## config.mk

```make
export PLATFORM = sky130hd
export DESIGN_NAME = alu_sequencer_flat
export DESIGN_NICKNAME = d
export VERILOG_FILES = /design/src/rtl/alu_sequencer_if.sv /design/src/rtl/alu_sequencer.sv /design/src/flat_wrapper.sv
export SDC_FILE = /design/constraint.sdc
export NUM_CORES = 1
export LEC_CHECK = 0
export CAP_MARGIN = 0
export CELL_PAD_IN_SITES_DETAIL_PLACEMENT = 0
export CELL_PAD_IN_SITES_GLOBAL_PLACEMENT = 1
export CORE_ASPECT_RATIO = 0.6
export CORE_MARGIN = 2
export CORE_UTILIZATION = 34
export CTS_CLUSTER_DIAMETER = 80
export CTS_CLUSTER_SIZE = 14
export DETAILED_ROUTE_END_ITERATION = 16
export GPL_TIMING_DRIVEN = 1
export PLACE_DENSITY_LB_ADDON = 0.2
export SYNTH_ARGS = -nofsm -noshare
export SYNTH_HDL_FRONTEND = slang
export SYNTH_SLANG_ARGS = --single-unit
```

## constraint.sdc

```tcl
create_clock -name clock -period 4 [get_ports clock]
set_input_delay 0.4 -clock clock [delete_from_list [all_inputs] [get_ports clock]]
set_output_delay 0.4 -clock clock [all_outputs]
set_load 0.02 [all_outputs]
```

## src/rtl/alu_sequencer_if.sv

```systemverilog
`default_nettype none
// ============================================================================
// Module  : alu_sequencer_if
// Brief   : Command, response and datapath-control bundle for alu_sequencer.
// Revision: 1.0 - initial release
// ============================================================================
interface alu_sequencer_if #(
   parameter int WIDTH = 4,
   parameter int SHIFT = 2,
   parameter int OPW   = 2,
   parameter int CNT_W = 8
);
   logic             cmd_valid;
   logic             cmd_ready;
   logic [OPW-1:0]   cmd_op;
   logic [SHIFT-1:0] cmd_shamt;
   logic [WIDTH-1:0] cmd_x;
   logic [WIDTH-1:0] cmd_y;
   logic             cmd_chain;

   logic             rsp_valid;
   logic             rsp_ready;
   logic [WIDTH-1:0] rsp_result;
   logic             rsp_zero;

   logic             dp_load_x;
   logic             dp_load_y;
   logic [WIDTH-1:0] dp_data;
   logic [OPW-1:0]   dp_operation;
   logic [SHIFT-1:0] dp_shamt;
   logic [WIDTH-1:0] dp_result;
   logic             dp_zero;

   logic             busy;
   logic [CNT_W-1:0] op_count;

   // Sequencer side.
   modport master (
      input  cmd_valid, cmd_op, cmd_shamt, cmd_x, cmd_y, cmd_chain,
      input  rsp_ready, dp_result, dp_zero,
      output cmd_ready, rsp_valid, rsp_result, rsp_zero,
      output dp_load_x, dp_load_y, dp_data, dp_operation, dp_shamt,
      output busy, op_count
   );

   // Command source, response sink and ALU datapath side.
   modport slave (
      output cmd_valid, cmd_op, cmd_shamt, cmd_x, cmd_y, cmd_chain,
      output rsp_ready, dp_result, dp_zero,
      input  cmd_ready, rsp_valid, rsp_result, rsp_zero,
      input  dp_load_x, dp_load_y, dp_data, dp_operation, dp_shamt,
      input  busy, op_count
   );
endinterface : alu_sequencer_if
`default_nettype wire

```

## src/rtl/alu_sequencer.sv

```systemverilog
`default_nettype none
// ============================================================================
// Module  : alu_sequencer
// Brief   : Command-driven controller loading X/Y over a shared bus, waiting
//           for the ALU to settle and returning result/zero on a response port.
//           Optional macro ALU_SEQ_CHAIN_EN: cmd_chain loads X from the last
//           response result instead of cmd_x.
// Revision: 1.0 - initial release
// ============================================================================
module alu_sequencer #(
   parameter int WIDTH     = 4,
   parameter int SHIFT     = 2,
   parameter int OPW       = 2,
   parameter int EXEC_WAIT = 1,
   parameter int CNT_W     = 8
) (
   input  logic            clock,
   input  logic            reset,
   alu_sequencer_if.master bus
);

   localparam int EW_EFF = (EXEC_WAIT < 1) ? 1 : EXEC_WAIT;
   localparam int WAIT_W = (EW_EFF > 1) ? $clog2(EW_EFF) : 1;
   localparam logic [WAIT_W-1:0] WAIT_LAST = WAIT_W'(EW_EFF - 1);
   localparam logic [WAIT_W-1:0] WAIT_ONE  = WAIT_W'(1);
   localparam logic [CNT_W-1:0]  CNT_ONE   = CNT_W'(1);

   typedef enum logic [2:0] {
      S_IDLE   = 3'd0,
      S_LOAD_X = 3'd1,
      S_LOAD_Y = 3'd2,
      S_EXEC   = 3'd3,
      S_RESP   = 3'd4
   } state_t;

   state_t             state_q,  state_d;
   logic [WAIT_W-1:0]  wait_q,   wait_d;
   logic [OPW-1:0]     op_q,     op_d;
   logic [SHIFT-1:0]   shamt_q,  shamt_d;
   logic [WIDTH-1:0]   x_q,      x_d;
   logic [WIDTH-1:0]   y_q,      y_d;
   logic [WIDTH-1:0]   result_q, result_d;
   logic               zero_q,   zero_d;
   logic [CNT_W-1:0]   count_q,  count_d;

   logic               cmd_ready_q, cmd_ready_d;
   logic               rsp_valid_q, rsp_valid_d;
   logic               load_x_q,    load_x_d;
   logic               load_y_q,    load_y_d;
   logic [WIDTH-1:0]   data_q,      data_d;
   logic               busy_q,      busy_d;

   logic               w_chain;

`ifdef ALU_SEQ_CHAIN_EN
   assign w_chain = bus.cmd_chain;
`else
   logic unused_chain;
   assign unused_chain = bus.cmd_chain;
   assign w_chain      = 1'b0;
`endif

   always_comb begin
      state_d  = state_q;
      wait_d   = wait_q;
      op_d     = op_q;
      shamt_d  = shamt_q;
      x_d      = x_q;
      y_d      = y_q;
      result_d = result_q;
      zero_d   = zero_q;
      count_d  = count_q;

      case (state_q)
         S_IDLE: begin
            if (bus.cmd_valid) begin
               op_d    = bus.cmd_op;
               shamt_d = bus.cmd_shamt;
               // A chained command feeds the previous result back as X.
               x_d     = w_chain ? result_q : bus.cmd_x;
               y_d     = bus.cmd_y;
               state_d = S_LOAD_X;
            end
         end
         S_LOAD_X: state_d = S_LOAD_Y;
         S_LOAD_Y: begin
            wait_d  = '0;
            state_d = S_EXEC;
         end
         S_EXEC: begin
            if (wait_q == WAIT_LAST) begin
               result_d = bus.dp_result;
               zero_d   = bus.dp_zero;
               state_d  = S_RESP;
            end else begin
               wait_d = wait_q + WAIT_ONE;
            end
         end
         S_RESP: begin
            if (bus.rsp_ready) begin
               count_d = count_q + CNT_ONE;
               state_d = S_IDLE;
            end
         end
         default: state_d = S_IDLE;
      endcase

      // Outputs are decoded from the next state so they come straight from flops.
      cmd_ready_d = (state_d == S_IDLE);
      busy_d      = (state_d != S_IDLE);
      rsp_valid_d = (state_d == S_RESP);
      load_x_d    = (state_d == S_LOAD_X);
      load_y_d    = (state_d == S_LOAD_Y);
      if (state_d == S_LOAD_X) begin
         data_d = x_d;
      end else if (state_d == S_LOAD_Y) begin
         data_d = y_d;
      end else begin
         data_d = '0;
      end
   end

   always_ff @(posedge clock) begin
      if (reset) begin
         state_q     <= S_IDLE;
         wait_q      <= '0;
         op_q        <= '0;
         shamt_q     <= '0;
         x_q         <= '0;
         y_q         <= '0;
         result_q    <= '0;
         zero_q      <= 1'b0;
         count_q     <= '0;
         cmd_ready_q <= 1'b1;
         rsp_valid_q <= 1'b0;
         load_x_q    <= 1'b0;
         load_y_q    <= 1'b0;
         data_q      <= '0;
         busy_q      <= 1'b0;
      end else begin
         state_q     <= state_d;
         wait_q      <= wait_d;
         op_q        <= op_d;
         shamt_q     <= shamt_d;
         x_q         <= x_d;
         y_q         <= y_d;
         result_q    <= result_d;
         zero_q      <= zero_d;
         count_q     <= count_d;
         cmd_ready_q <= cmd_ready_d;
         rsp_valid_q <= rsp_valid_d;
         load_x_q    <= load_x_d;
         load_y_q    <= load_y_d;
         data_q      <= data_d;
         busy_q      <= busy_d;
      end
   end

   assign bus.cmd_ready    = cmd_ready_q;
   assign bus.rsp_valid    = rsp_valid_q;
   assign bus.rsp_result   = result_q;
   assign bus.rsp_zero     = zero_q;
   assign bus.dp_load_x    = load_x_q;
   assign bus.dp_load_y    = load_y_q;
   assign bus.dp_data      = data_q;
   // Operation/shamt stay on the latched command, holding through IDLE.
   assign bus.dp_operation = op_q;
   assign bus.dp_shamt     = shamt_q;
   assign bus.busy         = busy_q;
   assign bus.op_count     = count_q;

endmodule : alu_sequencer
`default_nettype wire

```

## src/flat_wrapper.sv

```systemverilog
// flat-port wrapper written by rule: the top's interface ports become plain ports
module alu_sequencer_flat 
#(
   parameter int WIDTH     = 4,
   parameter int SHIFT     = 2,
   parameter int OPW       = 2,
   parameter int EXEC_WAIT = 1,
   parameter int CNT_W     = 8
)
  (clock, reset, bus_cmd_valid, bus_cmd_op, bus_cmd_shamt, bus_cmd_x, bus_cmd_y, bus_cmd_chain, bus_rsp_ready, bus_dp_result, bus_dp_zero, bus_cmd_ready, bus_rsp_valid, bus_rsp_result, bus_rsp_zero, bus_dp_load_x, bus_dp_load_y, bus_dp_data, bus_dp_operation, bus_dp_shamt, bus_busy, bus_op_count);
  alu_sequencer_if #(.WIDTH(WIDTH), .SHIFT(SHIFT), .OPW(OPW), .CNT_W(CNT_W)) bus_i ();
  input  logic clock;
  input  logic reset;
  input wire logic [$bits(bus_i.cmd_valid)-1:0] bus_cmd_valid;
  input wire logic [$bits(bus_i.cmd_op)-1:0] bus_cmd_op;
  input wire logic [$bits(bus_i.cmd_shamt)-1:0] bus_cmd_shamt;
  input wire logic [$bits(bus_i.cmd_x)-1:0] bus_cmd_x;
  input wire logic [$bits(bus_i.cmd_y)-1:0] bus_cmd_y;
  input wire logic [$bits(bus_i.cmd_chain)-1:0] bus_cmd_chain;
  input wire logic [$bits(bus_i.rsp_ready)-1:0] bus_rsp_ready;
  input wire logic [$bits(bus_i.dp_result)-1:0] bus_dp_result;
  input wire logic [$bits(bus_i.dp_zero)-1:0] bus_dp_zero;
  output wire logic [$bits(bus_i.cmd_ready)-1:0] bus_cmd_ready;
  output wire logic [$bits(bus_i.rsp_valid)-1:0] bus_rsp_valid;
  output wire logic [$bits(bus_i.rsp_result)-1:0] bus_rsp_result;
  output wire logic [$bits(bus_i.rsp_zero)-1:0] bus_rsp_zero;
  output wire logic [$bits(bus_i.dp_load_x)-1:0] bus_dp_load_x;
  output wire logic [$bits(bus_i.dp_load_y)-1:0] bus_dp_load_y;
  output wire logic [$bits(bus_i.dp_data)-1:0] bus_dp_data;
  output wire logic [$bits(bus_i.dp_operation)-1:0] bus_dp_operation;
  output wire logic [$bits(bus_i.dp_shamt)-1:0] bus_dp_shamt;
  output wire logic [$bits(bus_i.busy)-1:0] bus_busy;
  output wire logic [$bits(bus_i.op_count)-1:0] bus_op_count;
  assign bus_i.cmd_valid = bus_cmd_valid;
  assign bus_i.cmd_op = bus_cmd_op;
  assign bus_i.cmd_shamt = bus_cmd_shamt;
  assign bus_i.cmd_x = bus_cmd_x;
  assign bus_i.cmd_y = bus_cmd_y;
  assign bus_i.cmd_chain = bus_cmd_chain;
  assign bus_i.rsp_ready = bus_rsp_ready;
  assign bus_i.dp_result = bus_dp_result;
  assign bus_i.dp_zero = bus_dp_zero;
  assign bus_cmd_ready = bus_i.cmd_ready;
  assign bus_rsp_valid = bus_i.rsp_valid;
  assign bus_rsp_result = bus_i.rsp_result;
  assign bus_rsp_zero = bus_i.rsp_zero;
  assign bus_dp_load_x = bus_i.dp_load_x;
  assign bus_dp_load_y = bus_i.dp_load_y;
  assign bus_dp_data = bus_i.dp_data;
  assign bus_dp_operation = bus_i.dp_operation;
  assign bus_dp_shamt = bus_i.dp_shamt;
  assign bus_busy = bus_i.busy;
  assign bus_op_count = bus_i.op_count;
  alu_sequencer #(.WIDTH(WIDTH), .SHIFT(SHIFT), .OPW(OPW), .EXEC_WAIT(EXEC_WAIT), .CNT_W(CNT_W)) u_core (.clock(clock), .reset(reset), .bus(bus_i));
endmodule
```

==> metrics.md, run 1 <==
| Metric | Value |
|---|---|
| R2r startpoint | `u_core.state_q[2]$_SDFF_PP0_` |
| Worst r2r dst | `u_core.bus.op_count[7]$_SDFFE_PP0P_` |
| Setup CP Type | `input port to flip-flop` |
| CORE AREA | `3640 um2` |
| Gr ovfl total | `0` |
| Critical Path RT | `4.21 ns` |
| Clock network fraction of total power | `0.345` |
| Num rows | `17` |
| Crit start category | `input port` |
| # DRC | `0` |
| Post-CTS sizing | `0` |
| Setup bufs post-CTS | `0` |
| Post-Layout Inst Area | `1830 um2` |
| Hold depth | `2` |
| Area leader, netlist | `dfxtp_1` |
| DIE AREA | `4280 um2` |
| Tightest Hold Check Type | `flip-flop to flip-flop` |
| Psw | `0.000172 W` |
| I/O Pins | `48` |
| Die X | `83.1 um` |
| Final ANT Viol Nets | `0` |
| Clk_lat worst skew | `0.28 ns` |
| Cell Pwr Density | `390 nW/um2` |
| Slew of the pin with the lowest slew margin | `0.639 ns` |
| Post-synth EDFFs | `0` |
| Post-synthesis sequential area ratio | `0.518` |
| Total power | `0.000714 W` |
| Worst-path fanout max | `30` |
| I/O Buffers | `46` |
| Top cell type's share of synthesized area | `0.518` |
| Most common cell after layout, fill and taps aside | `clkdlybuf4s50_1` |
| Setup TNS | `0 ns` |
| Worst vdd rail ir drop | `0.187 mV` |
| Vias in the first global route | `993` |
| CTS H-tree depth | `2` |
| Static leakage | `0.700 nW` |
| Share of layout cells above drive strength 1 | `0.0710` |
| Unique masters post-synth | `30` |
| Yosys Warn Count | `0` |
| Average wire per standard cell | `12.4 um` |
| Area grow syn2layout | `43.6%` |
| Crit. End Element | `flip-flop` |
| Post-DP Area | `1750 um2` |
| Worst Skew | `0.00288 ns` |
| Vias per cell | `4.69` |
| Overall Global Routing Usage | `0.141` |
| CTS buffer count | `5` |
| Outcome | `finished clean` |
| Internal Pwr Total | `0.000542 W` |
| Critical Path AT | `1.95 ns` |
| First-pass GRT wire length | `4.59 mm` |
| Avg Inst Size Synth | `10.3 um2` |
| FFs w/ async S/R, synth | `0` |
| Commonest non-fill, non-tap cells in the layout | `46 x clkdlybuf4s50_1, 33 x dfxtp_1, 13 x nor2_1` |
| Pre-Repair DR Iteration Count | `4` |
| Syn nets | `147` |
| Fin crit share | `0.436` |
| Min-Delay Startpoint | `u_core.bus.dp_operation[1]$_SDFFE_PP0P_` |
| Max-cap violations | `0` |
| Post-Syn Instances | `124` |
| Synth Cell Area | `1280 um2` |
| Reg power frac | `0.503` |
| CTS Buffer Depth | `2` |
| RSZ-0062 raised after global routing | `no` |
| Die Y | `51.5 um` |
| Initial antenna violation count | `0` |
| N_diodes | `0` |
| # nets final | `192` |
| Yosys reg bits | `33` |
| Final WL | `2.67 mm` |
| Clk sinks | `33` |
| Flop2flop setup slack | `2.34 ns` |
| R2r worst-path depth | `3` |
| Sw frac | `0.241` |
| CTS tree | `yes` |
| Clock slew at reported path FFs | `0.06 ns` |
| Hold Vio Cnt, Final | `0` |
| Largest cells by area after synthesis | `dfxtp_1 52%, mux2i_1 7.8%, a21oi_1 4.3%` |
| Slew margin rel. | `0.572` |
| Initial Util | `0.351` |
| # hold bufs at CTS | `0` |
| Final min period | `1.75 ns` |
| Primary FF master, synth | `dfxtp_1` |
| Final setup fails | `0` |
| Final Util | `0.504` |
| RD Place Congestion | `0.684` |
| Total number of vias | `1013` |
| Max Clk Rate | `573 MHz` |
| Clock Tree Root | `clkbuf_8` |
| Slew Limit Fails | `0` |
| Iter 0 DRT Violations | `28` |
| Largest net degree at the start of global routing | `31` |
| WHS Endpoint | `u_core.bus.dp_operation[1]$_SDFFE_PP0P_` |
| Comb power frac | `0.152` |
| DPL Wire Length | `1.88 mm` |
[cells by family (layout without fill, tap and decap cells)]
group,after synthesis,count (layout),synth area share
muxes,11,11,0.0873
buffers and inverters,11,56,0.0500
AOI/OAI and AO/OA,21,21,0.0980
adders and majority gates,1,1,0.00980
and+or+nand+nor,45,45,0.224
DFF,33,33,0.518
xor gates and xnor gates,2,2,0.0137
[sequential cells by signal, summed over array words and instances, names as in the netlist, 2 cells and up]
| signal | flops |
|---|---|
| u_core.bus.op_count | 8 |
| u_core.bus.dp_data | 4 |
| u_core.bus.rsp_result | 4 |
| u_core.y_q | 4 |
| u_core.state_q | 3 |
| u_core.bus.dp_operation | 2 |
| u_core.bus.dp_shamt | 2 |
[metrics by stage]
step                std cells  hold WS (ns)  setup WS, ns
finish                    216         0.456          2.25
global route              216         0.489          2.11
CTS                       216         0.461          2.24
detailed placement        209         0.452          1.95
global placement          209         0.441          1.97
floorplan                 124         0.456          2.56
[metal layers]
layer	global-route usage	part of all wire	wire length, um	vias to the layer above
li1	-	-	-	520
met1	0.177	0.50	1330	452
met2	0.203	0.40	1070	35
met3	0.0598	0.080	213	6
met4	0.0820	0.020	54	0
met5	0	0	0	-
[how the worst max path moves through the flow]
stage / depth (start not counted) / slack, ns / start / endpoint
finish: 4 / 2.25 / reset / u_core.bus.dp_data[2]$_SDFF_PP0_
global route: 4 / 2.11 / bus_cmd_valid / u_core.bus.dp_data[2]$_SDFF_PP0_
CTS: 4 / 2.24 / bus_cmd_valid / u_core.bus.dp_data[0]$_SDFF_PP0_
detailed placement: 4 / 1.95 / reset / u_core.bus.dp_data[2]$_SDFF_PP0_
global placement: 4 / 1.97 / reset / u_core.bus.dp_data[0]$_SDFF_PP0_
floorplan: 3 / 2.56 / reset / u_core.bus.dp_data[0]$_SDFF_PP0_
[cells in the mapped netlist (2+ instances only)]
cell type,count
o21ai_0,4
mux2i_1,10
nor2_1,13
dfxtp_1,33
buf_6,2
nor3_1,2
nand3_1,3
inv_1,2
a21oi_1,11
nor4_1,2
or4_1,2
nor2b_1,2
o31ai_1,2
or3_1,3
o2bb2ai_1,4
buf_2,3
nand2_1,10
or4b_1,2
clkbuf_1,3
[power groups by stage]
stage / Clock, W / Combinational, W / Sequential (W)
2_1_floorplan: 0 / 0.0000544 / 0.000375
3_3_place_gp: 0 / 0.000108 / 0.000365
3_5_place_dp: 0 / 0.000110 / 0.000366
4_1_cts: 0.000255 / 0.000111 / 0.000359
5_1_grt: 0.000273 / 0.000118 / 0.000361
6_report: 0.000246 / 0.000109 / 0.000359
[cell type report]
cell class | instances | area (um2)
tap | 47 | 58.8
timing repair buffer | 47 | 468
fill | 343 | 1800
multi-input combinational | 80 | 552
clock buffer | 7 | 86.3
inverter | 2 | 7.51
sequential | 33 | 661
[critical path, stage by stage]
cell	delay, ns
clkdlybuf4s50_1	0.40
buf_4	0.24
or4b_2	0.73
o2bb2ai_1	0.18
No activity file was read; power rests on OpenSTA's default activity.
==> inputs of run 2 (changes only) <==
- CORE_UTILIZATION: 34 -> 32
- clock period: 4 -> 1.8 ns (I/O delays scaled with it)
==> metrics.md, run 2 (synthesis results as in run 1) <==
| Metric | Value |
|---|---|
| Outcome | `finished clean` |
| Tightest Hold Check Type | `input port to flip-flop` |
| DIE AREA | `4530 um2` |
| Area grow syn2layout | `46.6%` |
| I/O Pins | `48` |
| Final WL | `2.78 mm` |
| Average wire per standard cell | `12.6 um` |
| Slew margin rel. | `0.712` |
| Psw | `0.000401 W` |
| CORE AREA | `3740 um2` |
| Worst-path fanout max | `9` |
| RD Place Congestion | `0.775` |
| Flop2flop setup slack | `0.24 ns` |
| Share of layout cells above drive strength 1 | `0.0983` |
| Max Clk Rate | `640 MHz` |
| Gr ovfl total | `0` |
| Crit path launch | `u_core.state_q[2]$_SDFF_PP0_` |
| Setup TNS | `0 ns` |
| Crit start category | `flip-flop` |
| Die X | `85.5 um` |
| Vias per cell | `4.72` |
| Final setup fails | `0` |
| Worst r2r dst | `u_core.bus.op_count[7]$_SDFFE_PP0P_` |
| Total number of vias | `1039` |
| Post-CTS sizing | `0` |
| Critical path destination | `u_core.bus.op_count[7]$_SDFFE_PP0P_` |
| N_diodes | `0` |
| Cell Pwr Density | `884 nW/um2` |
| # nets final | `195` |
| Slew Limit Fails | `0` |
| DPL Wire Length | `1.99 mm` |
| First-pass GRT wire length | `4.66 mm` |
| Internal Pwr Total | `0.00125 W` |
| Critical Path Max Stage Delay | `0.56 ns` |
| I/O Buffers | `46` |
| RSZ-0062 raised after global routing | `no` |
| Register area | `661 um2` |
| Initial Util | `0.341` |
| Pre-Repair DR Iteration Count | `4` |
| CTS H-tree depth | `2` |
| Max reg flops | `8` |
| Sw frac | `0.243` |
| Final ANT Viol Nets | `0` |
| Reg power frac | `0.483` |
| Crit. End Element | `flip-flop` |
| Worst Skew | `0.00396 ns` |
| Setup bufs post-CTS | `0` |
| Critical Path AT | `1.73 ns` |
| Iter 0 DRT Violations | `33` |
| Number of fill cells in the layout | `364` |
| Post-DP Area | `1770 um2` |
| Comb power frac | `0.150` |
| # hold bufs at CTS | `0` |
| Die Y | `52.9 um` |
| CTS Buffer Depth | `2` |
| R2r startpoint | `u_core.state_q[2]$_SDFF_PP0_` |
| Static leakage | `0.724 nW` |
| CTS tree | `yes` |
| Crit-path cells | `nand4bb_4 -> nor4_1 -> mux2_2` |
| Slowest CP cell | `dfxtp_1` |
| Fin crit share | `0.868` |
| Largest net degree at the start of global routing | `30` |
| R2r worst-path depth | `3` |
| Clock Tree Root | `clkbuf_8` |
| Clk sinks | `33` |
| Slew of the pin with the lowest slew margin | `0.431 ns` |
| Final min period | `1.56 ns` |
| Worst vdd rail ir drop | `0.484 mV` |
| Max-cap violations | `0` |
| Vias in the first global route | `1011` |
| Post-Layout Inst Area | `1870 um2` |
| Initial antenna violation count | `0` |
| Setup CP Type | `flip-flop to flip-flop` |
| CTS buffer count | `5` |
| Most common cell after layout, fill and taps aside | `clkdlybuf4s50_1` |
| Clock network fraction of total power | `0.366` |
| Overall Global Routing Usage | `0.139` |
| Clk_lat worst skew | `0.28 ns` |
| Area of the multi-input gates | `552 um2` |
| Commonest non-fill, non-tap cells in the layout | `46 x clkdlybuf4s50_1, 33 x dfxtp_1, 13 x nor2_1` |
| Num rows | `17` |
| Hold Vio Cnt, Final | `0` |
| Critical Path RT | `1.97 ns` |
| Clock slew at reported path FFs | `0.07 ns` |
| # DRC | `0` |
-- run 2: power groups by stage --
stage | clock [W] | sequential [W] | combinational [W]
6_report | 0.000606 | 0.000799 | 0.000249
5_1_grt | 0.000668 | 0.000805 | 0.000268
4_1_cts | 0.000627 | 0.000799 | 0.000251
3_5_place_dp | 0 | 0.000815 | 0.000250
3_3_place_gp | 0 | 0.000813 | 0.000246
2_1_floorplan | 0 | 0.000833 | 0.000121
-- run 2: cell type report --
type                    count  share of cell area
repair buffers             50               0.262
inverters                   2             0.00401
multi-input cells          80               0.295
clock inverters             1             0.00268
well taps                  47              0.0314
flip-flops and latches     33               0.353
clock buffers               7              0.0515
-- run 2: how the worst min path moves through the flow --
stage / startpoint / endpoint / slack [ns] / cells past startpoint
2_1_floorplan: bus_cmd_x[0] / u_core.bus.dp_data[0]$_SDFF_PP0_ / 0.30 / 1
3_3_place_gp: u_core.bus.dp_operation[1]$_SDFFE_PP0P_ / u_core.bus.dp_operation[1]$_SDFFE_PP0P_ / 0.45 / 2
3_5_place_dp: u_core.bus.dp_operation[0]$_SDFFE_PP0P_ / u_core.bus.dp_operation[0]$_SDFFE_PP0P_ / 0.45 / 2
4_1_cts: bus_cmd_shamt[1] / u_core.bus.dp_shamt[1]$_SDFFE_PP0P_ / 0.44 / 3
5_1_grt: bus_cmd_shamt[1] / u_core.bus.dp_shamt[1]$_SDFFE_PP0P_ / 0.45 / 3
6_report: bus_cmd_op[1] / u_core.bus.dp_operation[1]$_SDFFE_PP0P_ / 0.45 / 3
-- run 2: through the flow --
stage                     total power (W)  hold WS (ns)   util  worst slack, ns  cells
after floorplan                  0.000954         0.297      -            0.369    124
after global placement            0.00106         0.445  0.473           0.0968    212
after detailed placement          0.00107         0.450  0.473           0.0952    212
after CTS                         0.00168         0.439  0.500            0.226    220
after global routing              0.00174         0.445  0.500            0.148    220
final                             0.00165         0.446  0.500            0.237    220
-- run 2: layer usage --
layer	part of all wire	global-route usage
met1	0.48	0.165
met2	0.42	0.210
met3	0.079	0.0686
met4	0.015	0.0714
met5	0	0
-- run 2: critical path: cells and delay by family, from the launching register on --
| family | cells | cell delay (ns) |
|---|---|---|
| flip-flops | 1 | 0.56 |
| AND/OR/NAND/NOR | 2 | 0.53 |
| multiplexers | 1 | 0.36 |
